**src/rtl/param_sram_arbiter_pkg.sv**
```systemverilog
// Shared definitions for the two-requester SRAM arbiter.
//   state_t   : arbiter FSM states (IDLE, SERVE, CLEAR)
//   LOADER    : requester index of the loader port
//   COMPUTE   : requester index of the compute port
//   rsp_tag_t : one entry of the read-response tracking pipeline
package param_sram_arbiter_pkg;

    typedef enum logic [1:0] {
        IDLE,
        SERVE,
        CLEAR
    } state_t;

    localparam int unsigned LOADER  = 0;
    localparam int unsigned COMPUTE = 1;

    typedef struct packed {
        logic valid;
        logic id;
    } rsp_tag_t;

endpackage

```
**src/rtl/param_sram_arbiter_rr_arb2.sv**
```systemverilog
// Two-way round-robin grant.
//   valid : request lines, bit r = requester r
//   ptr   : index of the requester granted most recently
//   grant : one-hot grant (all zero when nothing is requested)
module rr_arb2 (
    input  logic [1:0] valid,
    input  logic       ptr,
    output logic [1:0] grant
);

    always_comb begin
        grant = valid;
        // On contention favour whichever requester was not granted last.
        if (valid == 2'b11) begin
            grant = ptr ? 2'b01 : 2'b10;
        end
    end

endmodule

```
**src/rtl/param_sram_arbiter.sv**
```systemverilog
// Arbitrates a loader and a compute requester onto one synchronous SRAM port
// and can zero-fill the first WORDS entries on demand.
//   clk, rst            : clock, asynchronous active-high reset
//   req_valid/ready     : per-requester handshake (accept = valid & ready)
//   req_we/addr/wdata   : per-requester command fields
//   rsp_valid, rsp_rdata: per-requester read response, shared data bus
//   clear_start/busy    : zero-fill trigger and in-progress flag
//   mem_*               : SRAM command port (mem_W_req is active-low write)
//   mem_R_data          : SRAM read data, valid one cycle after a read command
module param_sram_arbiter
    import param_sram_arbiter_pkg::*;
#(
    parameter int unsigned ADDR_W = 32,
    parameter int unsigned DATA_W = 32,
    parameter int unsigned WORDS  = 4
) (
    input  logic                   clk,
    input  logic                   rst,
    input  logic [1:0]             req_valid,
    output logic [1:0]             req_ready,
    input  logic [1:0]             req_we,
    input  logic [1:0][ADDR_W-1:0] req_addr,
    input  logic [1:0][DATA_W-1:0] req_wdata,
    output logic [1:0]             rsp_valid,
    output logic [DATA_W-1:0]      rsp_rdata,
    input  logic                   clear_start,
    output logic                   clear_busy,
    output logic                   mem_cs,
    output logic                   mem_oe,
    output logic                   mem_W_req,
    output logic [ADDR_W-1:0]      mem_addr,
    output logic [DATA_W-1:0]      mem_W_data,
    input  logic [DATA_W-1:0]      mem_R_data
);

    localparam int unsigned CNT_W = (WORDS > 1) ? $clog2(WORDS) : 1;

    state_t           state;
    state_t           state_nxt;
    logic             ptr;
    logic [1:0]       grant;
    logic [1:0]       accept;
    logic             acc_any;
    logic             acc_id;
    logic [CNT_W-1:0] clr_cnt;
    logic             clr_last;
    rsp_tag_t         rsp_pipe [2];

    rr_arb2 u_rr_arb2 (
        .valid (req_valid),
        .ptr   (ptr),
        .grant (grant)
    );

    assign accept   = req_valid & req_ready;
    assign acc_any  = |accept;
    assign acc_id   = accept[COMPUTE];
    assign clr_last = (clr_cnt == CNT_W'(WORDS - 1));

    always_comb begin
        state_nxt = state;
        req_ready = '0;
        case (state)
            IDLE: state_nxt = clear_start ? CLEAR : SERVE;
            SERVE: begin
                req_ready = grant;
                if (clear_start) begin
                    state_nxt = CLEAR;
                end
            end
            CLEAR: begin
                if (clr_last) begin
                    state_nxt = SERVE;
                end
            end
            default: state_nxt = IDLE;
        endcase
    end

    // Commands are registered, so an accept in the cycle clear_start arrives
    // is driven the cycle the FSM enters CLEAR; sweep writes register behind it.
    always_ff @(posedge clk or posedge rst) begin
        if (rst) begin
            state       <= IDLE;
            ptr         <= 1'b1;
            clr_cnt     <= '0;
            mem_cs      <= 1'b0;
            mem_W_req   <= 1'b1;
            mem_addr    <= '0;
            mem_W_data  <= '0;
            rsp_pipe[0] <= '0;
            rsp_pipe[1] <= '0;
        end else begin
            state <= state_nxt;
            if (acc_any) begin
                ptr <= acc_id;
            end

            if (acc_any) begin
                mem_cs     <= 1'b1;
                mem_addr   <= req_addr[acc_id];
                mem_W_req  <= ~req_we[acc_id];
                mem_W_data <= req_wdata[acc_id];
            end else if (state == CLEAR) begin
                mem_cs     <= 1'b1;
                mem_addr   <= ADDR_W'(clr_cnt);
                mem_W_req  <= 1'b0;
                mem_W_data <= '0;
            end else begin
                mem_cs    <= 1'b0;
                mem_W_req <= 1'b1;
            end

            if (state == CLEAR) begin
                clr_cnt <= clr_last ? '0 : clr_cnt + 1'b1;
            end

            rsp_pipe[0] <= '{valid: acc_any & ~req_we[acc_id], id: acc_id};
            rsp_pipe[1] <= rsp_pipe[0];
        end
    end

    always_comb begin
        rsp_valid          = '0;
        rsp_valid[LOADER]  = rsp_pipe[1].valid & (rsp_pipe[1].id == 1'(LOADER));
        rsp_valid[COMPUTE] = rsp_pipe[1].valid & (rsp_pipe[1].id == 1'(COMPUTE));
    end

    assign mem_oe     = rsp_pipe[1].valid;
    assign rsp_rdata  = mem_R_data;
    assign clear_busy = (state == CLEAR);

endmodule
```
**config.mk**
```make
export PLATFORM = sky130hd
export DESIGN_NAME = param_sram_arbiter
export DESIGN_NICKNAME = d
export VERILOG_FILES = /design/src/rtl/param_sram_arbiter_pkg.sv /design/src/rtl/param_sram_arbiter_rr_arb2.sv /design/src/rtl/param_sram_arbiter.sv
export SDC_FILE = /design/constraint.sdc
export NUM_CORES = 1
export LEC_CHECK = 0
export CAP_MARGIN = 20
export CORE_ASPECT_RATIO = 0.7
export CORE_MARGIN = 3
export CORE_UTILIZATION = 34
export CTS_CLUSTER_SIZE = 20
export DETAILED_ROUTE_END_ITERATION = 8
export GPL_ROUTABILITY_DRIVEN = 0
export GPL_TIMING_DRIVEN = 0
export HOLD_SLACK_MARGIN = 0.03
export PLACE_DENSITY = 0.8
export SYNTH_ARGS = -nofsm -noshare
export SYNTH_HDL_FRONTEND = slang
export SYNTH_SLANG_ARGS = --single-unit
```
**constraint.sdc**
```tcl
create_clock -name clk -period 2.35 [get_ports clk]
set_input_delay 0.235 -clock clk [delete_from_list [all_inputs] [get_ports clk]]
set_output_delay 0.235 -clock clk [all_outputs]
set_load 0.01 [all_outputs]
```
==> results of run 1 <==
[sequential cells by signal, indices dropped and copies added (netlist names)]
name        cells
mem_W_data     32
mem_addr       32
rsp_pipe        3
clr_cnt         2
state           2
mem_W_req       1
mem_cs          1
mem_oe          1
ptr             1
[where the power goes]
group / switching, uW / total, uW / internal, uW
logic: 1530 / 3600 / 2070
clock network: 504 / 1410 / 908
registers: 404 / 2350 / 1940
total: 2430 / 7360 / 4920
[per-layer routing]
metal  global-route usage (%)  part of all wire, %  vias to the layer above
met4                     5.28                  1.4                        0
met5                        0                    0                        -
met1                     26.9                   41                     1710
met3                     6.92                  8.5                       18
met2                     34.5                   49                      177
li1                         -                    -                     1623
[layout make-up]
type | instances | share of cell area [%]
Timing Repair Buffer | 239 | 36.8
Sequential cell | 75 | 28.8
Multi-Input combinational cell | 157 | 20.4
Buffer | 57 | 6.22
Clock buffer | 14 | 4.20
Tap cell | 128 | 2.46
Inverter | 8 | 0.556
Clock inverter | 2 | 0.537
[worst max-delay path: cells and delay by family, from the launching register on]
family | cells | cell delay, ps
buffers and inverters | 2 | 820
and+or+nand+nor | 2 | 390
DFF | 1 | 460
[final timing paths]
path / to / slack, ps / from / cells after the start
min in group clk: mem_oe / 350 / rsp_pipe[3] / 0
max in group asynchronous: mem_W_req / 1420 / rst / 3
max: req_ready[0] / 100 / state[1] / 4
max reg2reg: mem_addr[1] / 600 / state[1] / 6
min reg2reg: mem_oe / 350 / rsp_pipe[3] / 0
min: mem_W_data[22] / 290 / rst / 2
[logic make-up (layout without fill, tap and decap cells)]
kind of cell / count (synthesis) / after routing / share of synthesized area, %
buf+inv: 66 / 320 / 12.0
simple gates: 80 / 80 / 16.1
fa+ha+maj: 1 / 1 / 0.343
compound gates: 76 / 76 / 20.0
flops: 75 / 75 / 51.5
[metrics by stage]
stage	cell area [um2]	hold WS, ps	cells	worst slack [ps]	utilization [%]
floorplan	3650	324	298	208	-
global placement	6190	340	664	-1060	61.5
detailed placement	6210	335	665	-56.4	61.8
CTS	6520	303	680	84.7	64.8
global route	6520	338	680	13.8	64.8
finish	6520	292	680	99.8	64.8
[layout by cell type (no fill, tap or decap), types with 3 or more instances in the layout]
cell type | netlist | layout
clkdlybuf4s50_1 | 0 | 237
dfrtp_1 | 73 | 72
nor3b_1 | 63 | 63
a221o_1 | 62 | 62
buf_4 | 33 | 34
buf_2 | 17 | 15
clkbuf_16 | 0 | 9
buf_6 | 6 | 6
nand2_1 | 4 | 4
inv_1 | 5 | 4
clkbuf_1 | 2 | 4
o22ai_1 | 3 | 3
clkbuf_8 | 0 | 3
==> results.sh, run 1 <==
export IMPL_status="finished, final reports clean"
export IMPL_insertion_delay_ps=330
export IMPL_n_fill_cell=780
export IMPL_path_class="reg -> out"
export IMPL_max_freq_mhz=444
export IMPL_setup_violations=0
export IMPL_cts_setup_buffers=0
export IMPL_yosys_cell_count_top_type="dfrtp_1"
export IMPL_cp_end_kind="output pin"
export IMPL_die_area_um2=12000
export IMPL_antenna_found_initial=0
export IMPL_ys_seq_area_share_pct=51.5
export IMPL_hold_viol_final=0
export IMPL_synth_area_um2=3650
export IMPL_drtPass1Iterations=4
export IMPL_row_count=30
export IMPL_layout_area_overhead_vs_synth_pct=78.8
export IMPL_p_leak_uw=0.00274
export IMPL_syn_nets=466
export IMPL_vias=3528
export IMPL_slew_limit_headroom_pct=67.0
export IMPL_tightest_slew_ps=493
export IMPL_h_tree_depth=3
export IMPL_cts_tree="built"
export IMPL_first_iter_violations=135
export IMPL_start_kind="flip-flop"
export IMPL_antenna_left=0
export IMPL_arrival_ps=2020
export IMPL_n_antenna_cell=0
export IMPL_drive_gt1_share_pct=15.0
export IMPL_coreArea_um2=10100
export IMPL_clock_path_buffers=2
export IMPL_fin_tns_setup_ps=0
export IMPL_multi_input_area_um2=1330
export IMPL_path_cells="nor2b_4, nand3_2, inv_4, clkdlybuf4s50_1"
export IMPL_die_height_um=92.7
export IMPL_slew_violations=0
export IMPL_cts_resized=4
export IMPL_portBuffers=238
export IMPL_drv_cap=0
export IMPL_final_nets=715
export IMPL_avgSynthCellArea_um2=12.2
export IMPL_place_hpwl_mm=10.0
export IMPL_seq_area_um2=1880
export IMPL_clock_sinks=75
export IMPL_min_period_ps=2250
export IMPL_ys_top_cells_by_area="dfrtp_1, a221o_1, nor3b_1"
export IMPL_slowest_delay_ps=590
export IMPL_gr_total_overflow=0
export IMPL_yosysTopAreaCell="dfrtp_1"
export IMPL_grt_pass1_vias=3672
export IMPL_routed_wl_mm=13.1
export IMPL_wire_per_inst_um=19.2
export IMPL_grt_pass1_wl_mm=19.7
export IMPL_postSynth_asyncResetShare_pct=100
export IMPL_synth_edf_count=0
export IMPL_critical_path_required_ps=2120
export IMPL_viasPerCell=5.19
export IMPL_clockRootBuffer="clkbuf_16"
export IMPL_die_w_um=130
export IMPL_crit_slowest_cell="clkdlybuf4s50_1"
export IMPL_grt_usage_pct=21.1
export IMPL_synth_seq_cells=75
export IMPL_syn_instance_count=298
export IMPL_start_util_pct=36.3
export IMPL_ys_flop_type="dfrtp_1"
export IMPL_cts_made_buffers=9
export IMPL_yosysWarnings=0
export IMPL_ys_top_cells_by_count="dfrtp_1, nor3b_1, a221o_1, buf_4, buf_2"
export IMPL_powerDensity_nw_per_um2=1130
export IMPL_holdBufCountCts=0
export IMPL_finClkSkew_ps=6.30
export IMPL_path_clk_slew_ps=50
export IMPL_yosysUniqueCellTypes=35
export IMPL_grt_max_degree=40
export IMPL_hp_class="in -> async"
export IMPL_pin_count=271
export IMPL_timing_final_crit_share_pct=95.8
export IMPL_drc=0
export IMPL_synth_top_area_share_pct=50.1
export IMPL_critPathMaxFanout=18
export IMPL_grt_setup_unrepaired="false"
export IMPL_ir_drop_uv=467
export IMPL_power_uw=7360
Power figures use the tool's default switching activity.
==> inputs of run 2 (changes only) <==
--- a/config.mk
+++ b/config.mk
@@ -15,6 +15,7 @@
 export GPL_TIMING_DRIVEN = 0
 export HOLD_SLACK_MARGIN = 0.03
 export PLACE_DENSITY = 0.8
+export SKIP_LAST_GASP = 1
 export SYNTH_ARGS = -nofsm -noshare
 export SYNTH_HDL_FRONTEND = slang
 export SYNTH_SLANG_ARGS = --single-unit
==> results of run 2 <==
No change in the layout: final DEF, timing and power equal those of run 1.
